[src/rtl/sat_pkg.sv]
// Shared types and constants for the DPLL SAT core.
package sat_pkg;

  localparam int unsigned NUM_VARIABLE     = 128;
  localparam int unsigned VARIABLE_INDEXES = 8;
  localparam int unsigned IDX_W            = VARIABLE_INDEXES + 1;

  typedef logic [IDX_W-1:0] var_idx_t;

  // Trace entry kinds
  localparam logic TT_DECIDE = 1'b0;
  localparam logic TT_FORCED = 1'b1;

  typedef enum logic [1:0] {
    VS_UNASSIGNED = 2'b00,
    VS_FALSE      = 2'b10,
    VS_TRUE       = 2'b11
  } var_state_t;

  typedef enum logic [2:0] {
    StIdle,
    StPop,
    StWait,
    StCheck,
    StPush,
    StFin,
    StUnsat
  } bt_state_t;

  // Assignment-memory encoding of a boolean value
  function automatic var_state_t bool_state(input logic val);
    return val ? VS_TRUE : VS_FALSE;
  endfunction

endpackage

[src/rtl/backtrack_unit_if.sv]
// Control, trace-table, assignment-memory and resume signals of the backtracker.
interface backtrack_unit_if;
  import sat_pkg::*;

  logic       start;
  logic       flush;
  logic       busy;
  logic       done;
  logic       unsat;
  var_idx_t   pop_count;

  logic       tt_en;
  logic       tt_rw;
  logic       tt_type_in;
  logic       tt_val_in;
  var_idx_t   tt_variable;
  logic       tt_type_out;
  logic       tt_val_out;
  var_idx_t   tt_variable_out;
  logic       tt_empty;

  logic       va_we;
  var_idx_t   va_var;
  var_state_t va_state;

  logic       resume_valid;
  var_idx_t   resume_var;
  logic       resume_val;

  // Backtracker side
  modport master (
    input  start, flush, tt_type_out, tt_val_out, tt_variable_out, tt_empty,
    output busy, done, unsat, pop_count,
    output tt_en, tt_rw, tt_type_in, tt_val_in, tt_variable,
    output va_we, va_var, va_state,
    output resume_valid, resume_var, resume_val
  );

  // Surrounding core (implication stage, trace table, assignment memory)
  modport slave (
    output start, flush, tt_type_out, tt_val_out, tt_variable_out, tt_empty,
    input  busy, done, unsat, pop_count,
    input  tt_en, tt_rw, tt_type_in, tt_val_in, tt_variable,
    input  va_we, va_var, va_state,
    input  resume_valid, resume_var, resume_val
  );

endinterface

[src/rtl/backtrack_unit.sv]
// Chronological backtracker: unwinds the trace to the most recent DECIDE entry,
// re-pushes it as FORCED with the opposite value and hands the flip onward.
module backtrack_unit
  import sat_pkg::*;
(
  input  logic              clock,
  input  logic              reset,
  backtrack_unit_if.master  bus
);

  bt_state_t state;
  var_idx_t  pop_count;
  logic      pv_type;
  logic      pv_val;
  var_idx_t  pv_var;

  // FSM, pop counter and latched popped entry
  always_ff @(posedge clock or negedge reset) begin
    if (!reset) begin
      state     <= StIdle;
      pop_count <= '0;
      pv_type   <= 1'b0;
      pv_val    <= 1'b0;
      pv_var    <= '0;
    end else begin
      unique case (state)
        StIdle: begin
          if (!bus.flush && bus.start) begin
            if (bus.tt_empty) begin
              state <= StUnsat;
            end else begin
              state     <= StPop;
              pop_count <= '0;
            end
          end
        end
        StPop: begin
          if (pop_count != '1) pop_count <= pop_count + var_idx_t'(1);
          state <= bus.flush ? StIdle : StWait;
        end
        StWait: begin
          pv_type <= bus.tt_type_out;
          pv_val  <= bus.tt_val_out;
          pv_var  <= bus.tt_variable_out;
          state   <= bus.flush ? StIdle : StCheck;
        end
        StCheck: begin
          // Occupancy already reflects the pop issued two cycles earlier
          if (bus.flush)                 state <= StIdle;
          else if (pv_type == TT_DECIDE) state <= StPush;
          else if (bus.tt_empty)         state <= StUnsat;
          else                           state <= StPop;
        end
        StPush:  state <= bus.flush ? StIdle : StFin;
        StFin:   state <= StIdle;
        StUnsat: state <= StUnsat;
        default: state <= StIdle;
      endcase
    end
  end

  // Output decode from registered state only
  always_comb begin
    bus.busy         = 1'b0;
    bus.done         = 1'b0;
    bus.unsat        = 1'b0;
    bus.pop_count    = pop_count;
    bus.tt_en        = 1'b0;
    bus.tt_rw        = 1'b0;
    bus.tt_type_in   = 1'b0;
    bus.tt_val_in    = 1'b0;
    bus.tt_variable  = '0;
    bus.va_we        = 1'b0;
    bus.va_var       = '0;
    bus.va_state     = VS_UNASSIGNED;
    bus.resume_valid = 1'b0;
    bus.resume_var   = '0;
    bus.resume_val   = 1'b0;
    unique case (state)
      StIdle: ;
      StPop: begin
        bus.busy  = 1'b1;
        bus.tt_en = 1'b1;
      end
      StWait: bus.busy = 1'b1;
      StCheck: begin
        bus.busy     = 1'b1;
        bus.va_we    = 1'b1;
        bus.va_var   = pv_var;
        bus.va_state = VS_UNASSIGNED;
      end
      StPush: begin
        bus.busy        = 1'b1;
        bus.tt_en       = 1'b1;
        bus.tt_rw       = 1'b1;
        bus.tt_type_in  = TT_FORCED;
        bus.tt_val_in   = ~pv_val;
        bus.tt_variable = pv_var;
        bus.va_we       = 1'b1;
        bus.va_var      = pv_var;
        bus.va_state    = bool_state(~pv_val);
      end
      StFin: begin
        bus.busy         = 1'b1;
        bus.done         = 1'b1;
        bus.resume_valid = 1'b1;
        bus.resume_var   = pv_var;
        bus.resume_val   = ~pv_val;
      end
      StUnsat: bus.unsat = 1'b1;
      default: ;
    endcase
  end

endmodule
[src/flat_wrapper.sv]
// flat-port wrapper written by rule: the top's interface ports become plain ports
module backtrack_unit_flat import sat_pkg::*;
  (clock, reset, bus_start, bus_flush, bus_tt_type_out, bus_tt_val_out, bus_tt_variable_out, bus_tt_empty, bus_busy, bus_done, bus_unsat, bus_pop_count, bus_tt_en, bus_tt_rw, bus_tt_type_in, bus_tt_val_in, bus_tt_variable, bus_va_we, bus_va_var, bus_va_state, bus_resume_valid, bus_resume_var, bus_resume_val);
  backtrack_unit_if bus_i ();
  input  logic clock;
  input  logic reset;
  input wire logic [$bits(bus_i.start)-1:0] bus_start;
  input wire logic [$bits(bus_i.flush)-1:0] bus_flush;
  input wire logic [$bits(bus_i.tt_type_out)-1:0] bus_tt_type_out;
  input wire logic [$bits(bus_i.tt_val_out)-1:0] bus_tt_val_out;
  input wire logic [$bits(bus_i.tt_variable_out)-1:0] bus_tt_variable_out;
  input wire logic [$bits(bus_i.tt_empty)-1:0] bus_tt_empty;
  output wire logic [$bits(bus_i.busy)-1:0] bus_busy;
  output wire logic [$bits(bus_i.done)-1:0] bus_done;
  output wire logic [$bits(bus_i.unsat)-1:0] bus_unsat;
  output wire logic [$bits(bus_i.pop_count)-1:0] bus_pop_count;
  output wire logic [$bits(bus_i.tt_en)-1:0] bus_tt_en;
  output wire logic [$bits(bus_i.tt_rw)-1:0] bus_tt_rw;
  output wire logic [$bits(bus_i.tt_type_in)-1:0] bus_tt_type_in;
  output wire logic [$bits(bus_i.tt_val_in)-1:0] bus_tt_val_in;
  output wire logic [$bits(bus_i.tt_variable)-1:0] bus_tt_variable;
  output wire logic [$bits(bus_i.va_we)-1:0] bus_va_we;
  output wire logic [$bits(bus_i.va_var)-1:0] bus_va_var;
  output wire logic [$bits(bus_i.va_state)-1:0] bus_va_state;
  output wire logic [$bits(bus_i.resume_valid)-1:0] bus_resume_valid;
  output wire logic [$bits(bus_i.resume_var)-1:0] bus_resume_var;
  output wire logic [$bits(bus_i.resume_val)-1:0] bus_resume_val;
  assign bus_i.start = bus_start;
  assign bus_i.flush = bus_flush;
  assign bus_i.tt_type_out = bus_tt_type_out;
  assign bus_i.tt_val_out = bus_tt_val_out;
  assign bus_i.tt_variable_out = bus_tt_variable_out;
  assign bus_i.tt_empty = bus_tt_empty;
  assign bus_busy = bus_i.busy;
  assign bus_done = bus_i.done;
  assign bus_unsat = bus_i.unsat;
  assign bus_pop_count = bus_i.pop_count;
  assign bus_tt_en = bus_i.tt_en;
  assign bus_tt_rw = bus_i.tt_rw;
  assign bus_tt_type_in = bus_i.tt_type_in;
  assign bus_tt_val_in = bus_i.tt_val_in;
  assign bus_tt_variable = bus_i.tt_variable;
  assign bus_va_we = bus_i.va_we;
  assign bus_va_var = bus_i.va_var;
  assign bus_va_state = bus_i.va_state;
  assign bus_resume_valid = bus_i.resume_valid;
  assign bus_resume_var = bus_i.resume_var;
  assign bus_resume_val = bus_i.resume_val;
  backtrack_unit u_core (.clock(clock), .reset(reset), .bus(bus_i));
endmodule
[config.mk]
export PLATFORM = sky130hd
export DESIGN_NAME = backtrack_unit_flat
export DESIGN_NICKNAME = d
export VERILOG_FILES = /design/src/rtl/sat_pkg.sv /design/src/rtl/backtrack_unit_if.sv /design/src/rtl/backtrack_unit.sv /design/src/flat_wrapper.sv
export SDC_FILE = /design/constraint.sdc
export NUM_CORES = 1
export LEC_CHECK = 0
export CORE_ASPECT_RATIO = 0.75
export CORE_MARGIN = 5
export CORE_UTILIZATION = 47
export CTS_BUF_LIST = sky130_fd_sc_hd__clkbuf_4
export CTS_CLUSTER_SIZE = 14
export DETAILED_ROUTE_END_ITERATION = 12
export GPL_TIMING_DRIVEN = 0
export PLACE_DENSITY_LB_ADDON = 0.2
export RECOVER_POWER = 50
export SYNTH_ARGS = -nofsm -noshare
export SYNTH_HDL_FRONTEND = slang
export SYNTH_SLANG_ARGS = --single-unit
[constraint.sdc]
create_clock -name clock -period 6.25 [get_ports clock]
set_clock_uncertainty 0.05 [all_clocks]
set_input_delay 1.25 -clock clock [delete_from_list [all_inputs] [get_ports clock]]
set_output_delay 1.25 -clock clock [all_outputs]
set_load 0.03 [all_outputs]
# Yosys cells after proc, flatten, opt, wreduce, memory -nomap -nowiden
# Cells that the tools add are included.
dict set report word_totals {
  input_bits 16
  output_inout_bits 48
  register_bits 23
  elab_cells 50
}
dict set report classes {
  bitwise 1
  mux 25
  n_eq_ne 10
  reduce_logical 8
  add_sub_neg 1
}
# operator n
set ops {}
lappend ops {{9-bit 2-to-1 mux} 6}
lappend ops {{3-bit one-hot mux with 6 select lines} 1}
lappend ops {{9-bit one-hot mux with 2 select lines} 1}
lappend ops {{3-bit 2-to-1 mux} 5}
lappend ops {{9-bit by 1-bit adder with 9-bit output, second input constant} 1}
lappend ops {{3-bit == test, second input constant} 3}
lappend ops {{1-bit 2-to-1 mux} 9}
lappend ops {{9-bit != test, second input constant} 1}
lappend ops {{3-bit by 2-bit == test with 1-bit output, second input constant} 2}
lappend ops {{2-bit 2-to-1 mux} 3}
lappend ops {{5-bit OR reduction} 1}
lappend ops {{2-bit by 1-bit != test with 1-bit output, second input constant} 2}
lappend ops {{4-bit AND reduction} 1}
lappend ops {{2-bit OR reduction} 2}
lappend ops {{3-bit by 1-bit == test with 1-bit output, second input constant} 1}
lappend ops {{3-bit logical NOT} 1}
lappend ops {{2-bit != test, second input constant} 1}
lappend ops {{2-bit nonzero test} 1}
lappend ops {{1-bit logical AND} 1}
lappend ops {{1-bit logical NOT} 1}
lappend ops {{1-bit NOT} 1}

# Longest topological paths before layout
dict set report depth {
  word_depth 4
  depth_mapped 7
  depth_no_buf 7
}

# Least setup slack after synthesis
# Ideal clock, no wire load.
dict set report synth_path {
  kind {reg2out}
  startpoint {register u_core.state[0]}
  endpoint {output port bus_va_var[0]}
  required_ns 4.950
  path_buffers 1
  t_arrival_ns 1.812
  slack_ns 3.138
  path_stages_with_launch 5
  cell_sequence {dfrtp_1 -> clkbuf_1 -> nand2_1 -> o21bai_1 -> and2_1}
}
dict set report synth_between {
  elab_chain_len 3
  word_cells_on_any_way 4
  classes_between {2 x eq/ne; 1 x mux; 1 x reduce/logical}
}
# element line
set synth_rtl {}
lappend synth_rtl {{start: declaration} backtrack_unit.sv:11} ;# bt_state_t state;
lappend synth_rtl {{start signal: assignment} backtrack_unit.sv:20} ;# state <= StIdle;
lappend synth_rtl {{start signal: assignment} backtrack_unit.sv:30} ;# state <= StUnsat;
lappend synth_rtl {{start signal: assignment} backtrack_unit.sv:32} ;# state <= StPop;
lappend synth_rtl {{3-bit by 2-bit == test with 1-bit output or 3-bit == test (tied branches)} backtrack_unit.sv:79} ;# unique case (state)
lappend synth_rtl {{2-bit OR reduction (no source line) (*)} --}
lappend synth_rtl {{9-bit 2-to-1 mux (*)} backtrack_unit.sv:79}
lappend synth_rtl {{end: declaration} flat_wrapper.sv:23} ;# output wire logic [$bits(bus_i.va_var)-1:0] bus_va_var;
# Mark *: on every way between the ends. The rest lies on a longest branch, timed or not.

# Worst setup path in the final report
dict set report layout_path {
  startpoint {register u_core.state[0]}
  endpoint {output port bus_va_var[5]}
}
# Same word-level chain as after synthesis.

==> results.cfg <==
[power]
pwr-share-clk_pct = 7.0
leakage_nw = 0.903
comb_power_share_pct = 65.3
p_int_uw = 535
power.ir.vdd_worst_mv = 0.314
p_per_area_mw_per_mm2 = 474
p_seq_share_pct = 27.7
p_switching_uw = 486
power_mw = 1.02
p_sw_share_pct = 47.6

[clock_tree]
root_buffer = clkbuf_4
clk_latency_ns = 0.32
cts_max_level = 1
cts_tree = done
path_clk_slew_ns = 0.14
cts_resized = 0
cts_buffer_depth = 2
numCtsBuffers = 3
ctsHoldBuffers = 0
postCtsSetupBuffers = 0
clkSinkCount = 23

[route]
top_layer_used = met4
route.met2.wl_mm = 1.99
drtIter0Drc = 83
firstDrtPassIters = 5
vias = 1375
drc = 0
met3_length_um = 298
wirelength_mm = 3.94
wl_per_cell_um = 15.6
met1_length_mm = 1.62
viasPerCell = 5.43
ant_nets = 0

[setup_path]
crit_path_cell_trace = clkbuf_1 -> nand2_1 -> o21bai_1 -> and2_1 -> clkdlybuf4s50_1
cpPeakStageDelay_ns = 0.68
worstSetupPathType = flip-flop to output port
crit_path_top_delay_cell = clkdlybuf4s50_1
cp_top_family = buffers and inverters
critPathCaptureType = output port
crit_path_start_kind = flip-flop
crit_arrival_ns = 2.69
r2r-start = u_core.bus.pop_count[0]
cp.required_ns = 4.95
worst-path-buf-inv = 2
startpoint = u_core.state[0]
crit_fanout = 10

[run_status]
status = finished clean

[grt]
grt_pass1_vias = 1332
overflow = 0
grt_usage_pct = 19.0
grt_pass1_wl_mm = 6.44
grt_max_degree = 24
antenna_found_initial = 0

[die]
dieWidth_um = 74.5
core_area_sq_mm = 0.00298
chipHeight_um = 58.4
ios = 64
rows = 17
start_util_pct = 49.2
dieArea_sq_mm = 0.00435

[layout]
final_common_cell = clkdlybuf4s50_1
instances_no_fill = 253
fill_cells = 240
final_util_pct = 72.3
final_cell_mix = clkdlybuf4s50_1, dfrtp_1, and2_1, mux2_2, dlygate4sd3_1
area_growth_pct = 47.0
diodes = 0
design_area_sq_mm = 0.00215
seqCellArea_sq_um = 576
drive_above_1_share_pct = 13.0
multi_input_area_sq_um = 773
layout.nets = 234

[place]
place_congestion = 0.752
io_buffers = 63
place_area_sq_mm = 0.00214
dp_hpwl_mm = 3.10
place_ws_ns = 2.65
dp_cells = 249

[sta]
fin_crit_sh_pct = 63.8
finalSetupTns_ns = 0
tightest_slew_ns = 1.31
layout_setup_ws_ns = 2.26
rsz0062_at_grt = no
setup_violations = 0
final_hold_viol_count = 0
layout_min_cycle_time_ns = 3.99
max_freq_mhz = 251
worst_hold_slack_ns = 0.495
finalMaxSlewViolations = 0
relSlewSlack_pct = 12.2

[yosys]
syn-cell-area_sq_mm = 0.00147
ys_types = 39
synth_edf_count = 0
yosysWarnings = 0
ys_ff_latch = 23
synth-seq-area-share_pct = 39.3
synth_fp_nets = 166
syn-instance-count = 148
ys_async_sr_fraction_pct = 100
syn_avg_cell_area_sq_um = 9.90
yosys_most_used_dff = dfrtp_1

[hold_path]
min_path_type = flip-flop to flip-flop
min-delay-start = u_core.bus.pop_count[0]

[flow_run]
maxCapViolations = 0
## flip-flops by register name, summed over array words and instances, names as in the netlist
register	flops
u_core.state	3
u_core.pv_type	1
u_core.pv_var	9
u_core.pv_val	1
u_core.bus.pop_count	9
## power groups by stage
| stage | sequential, mW | clock [mW] | combinational [mW] |
|---|---|---|---|
| after floorplan | 0.313 | 0 | 0.401 |
| after global placement | 0.279 | 0 | 0.667 |
| after detailed placement | 0.288 | 0 | 0.685 |
| after CTS | 0.283 | 0.0727 | 0.687 |
| after global routing | 0.297 | 0.0784 | 0.714 |
| final | 0.283 | 0.0714 | 0.667 |
## routing by layer
metal / track usage, % / vias up
li1: - / 657
met1: 24.9 / 663
met2: 31.7 / 51
met3: 5.12 / 4
met4: 3.81 / 0
met5: 0 / -
## cells in the mapped netlist, types with 2 or more instances
master    instances  area [sq um]
and2_1           20           125
buf_2             2          10.0
nand2b_1          4          25.0
nor3b_1           2          15.0
a21oi_1           3          15.0
o21bai_1          2          15.0
o211ai_1          5          37.5
dfrtp_1          23           576
ha_1              2          25.0
o21ai_0           2          10.0
inv_1             8          30.0
a31oi_1           2          12.5
and3b_1           2          17.5
clkbuf_1          5          18.8
buf_4             4          30.0
mux2_2           12           135
a211oi_1          2          15.0
mux2i_1           3          30.0
nand2_1           5          18.8
and3_1            9          56.3
nor3_1            2          10.0
nor2b_1           4          25.0
a21boi_0          2          15.0
nor2_1            4          15.0
or4_1             2          15.0
or4b_4            2          27.5
nand3_1           3          15.0
## cell type report
type / instances / area share (%)
timing repair buffer: 63 / 29.3
multi-input combinational: 105 / 35.9
inverter: 8 / 1.39
sequential: 23 / 26.7
buffer: 12 / 3.20
tap: 38 / 2.21
clock inverter: 1 / 0.232
clock buffer: 3 / 1.05
## worst reg2reg max path, delay by kind of cell, from the launching register on
family | cells | cell delay (ns)
muxes | 1 | 0.31
and+or+nand+nor | 3 | 0.31
AOI/OAI and AO/OA | 1 | 1.07
adders and majority gates | 2 | 0.48
DFF | 1 | 0.44
## logic make-up (layout without fill, tap and decap cells)
family	count (synthesis)	in the layout	share of synthesized area, %
compound gates	24	24	12.8
fa+ha+maj	2	2	1.71
buf+inv	20	87	6.83
flops	23	23	39.3
mux	15	15	11.3
simple gates	64	64	28.1
## path summary, 6_finish.rpt
kind / end / slack [ns] / cells after the start
min: u_core.bus.pop_count[0] / 0.50 / 1
max in group asynchronous: u_core.bus.pop_count[2] / 4.01 / 1
max reg2reg: u_core.bus.pop_count[1] / 3.51 / 7
min in group asynchronous: u_core.pv_var[5] / 1.51 / 1
max: bus_va_var[5] / 2.26 / 5
min reg2reg: u_core.bus.pop_count[0] / 0.50 / 1
No activity file was read; power rests on OpenSTA's default activity.
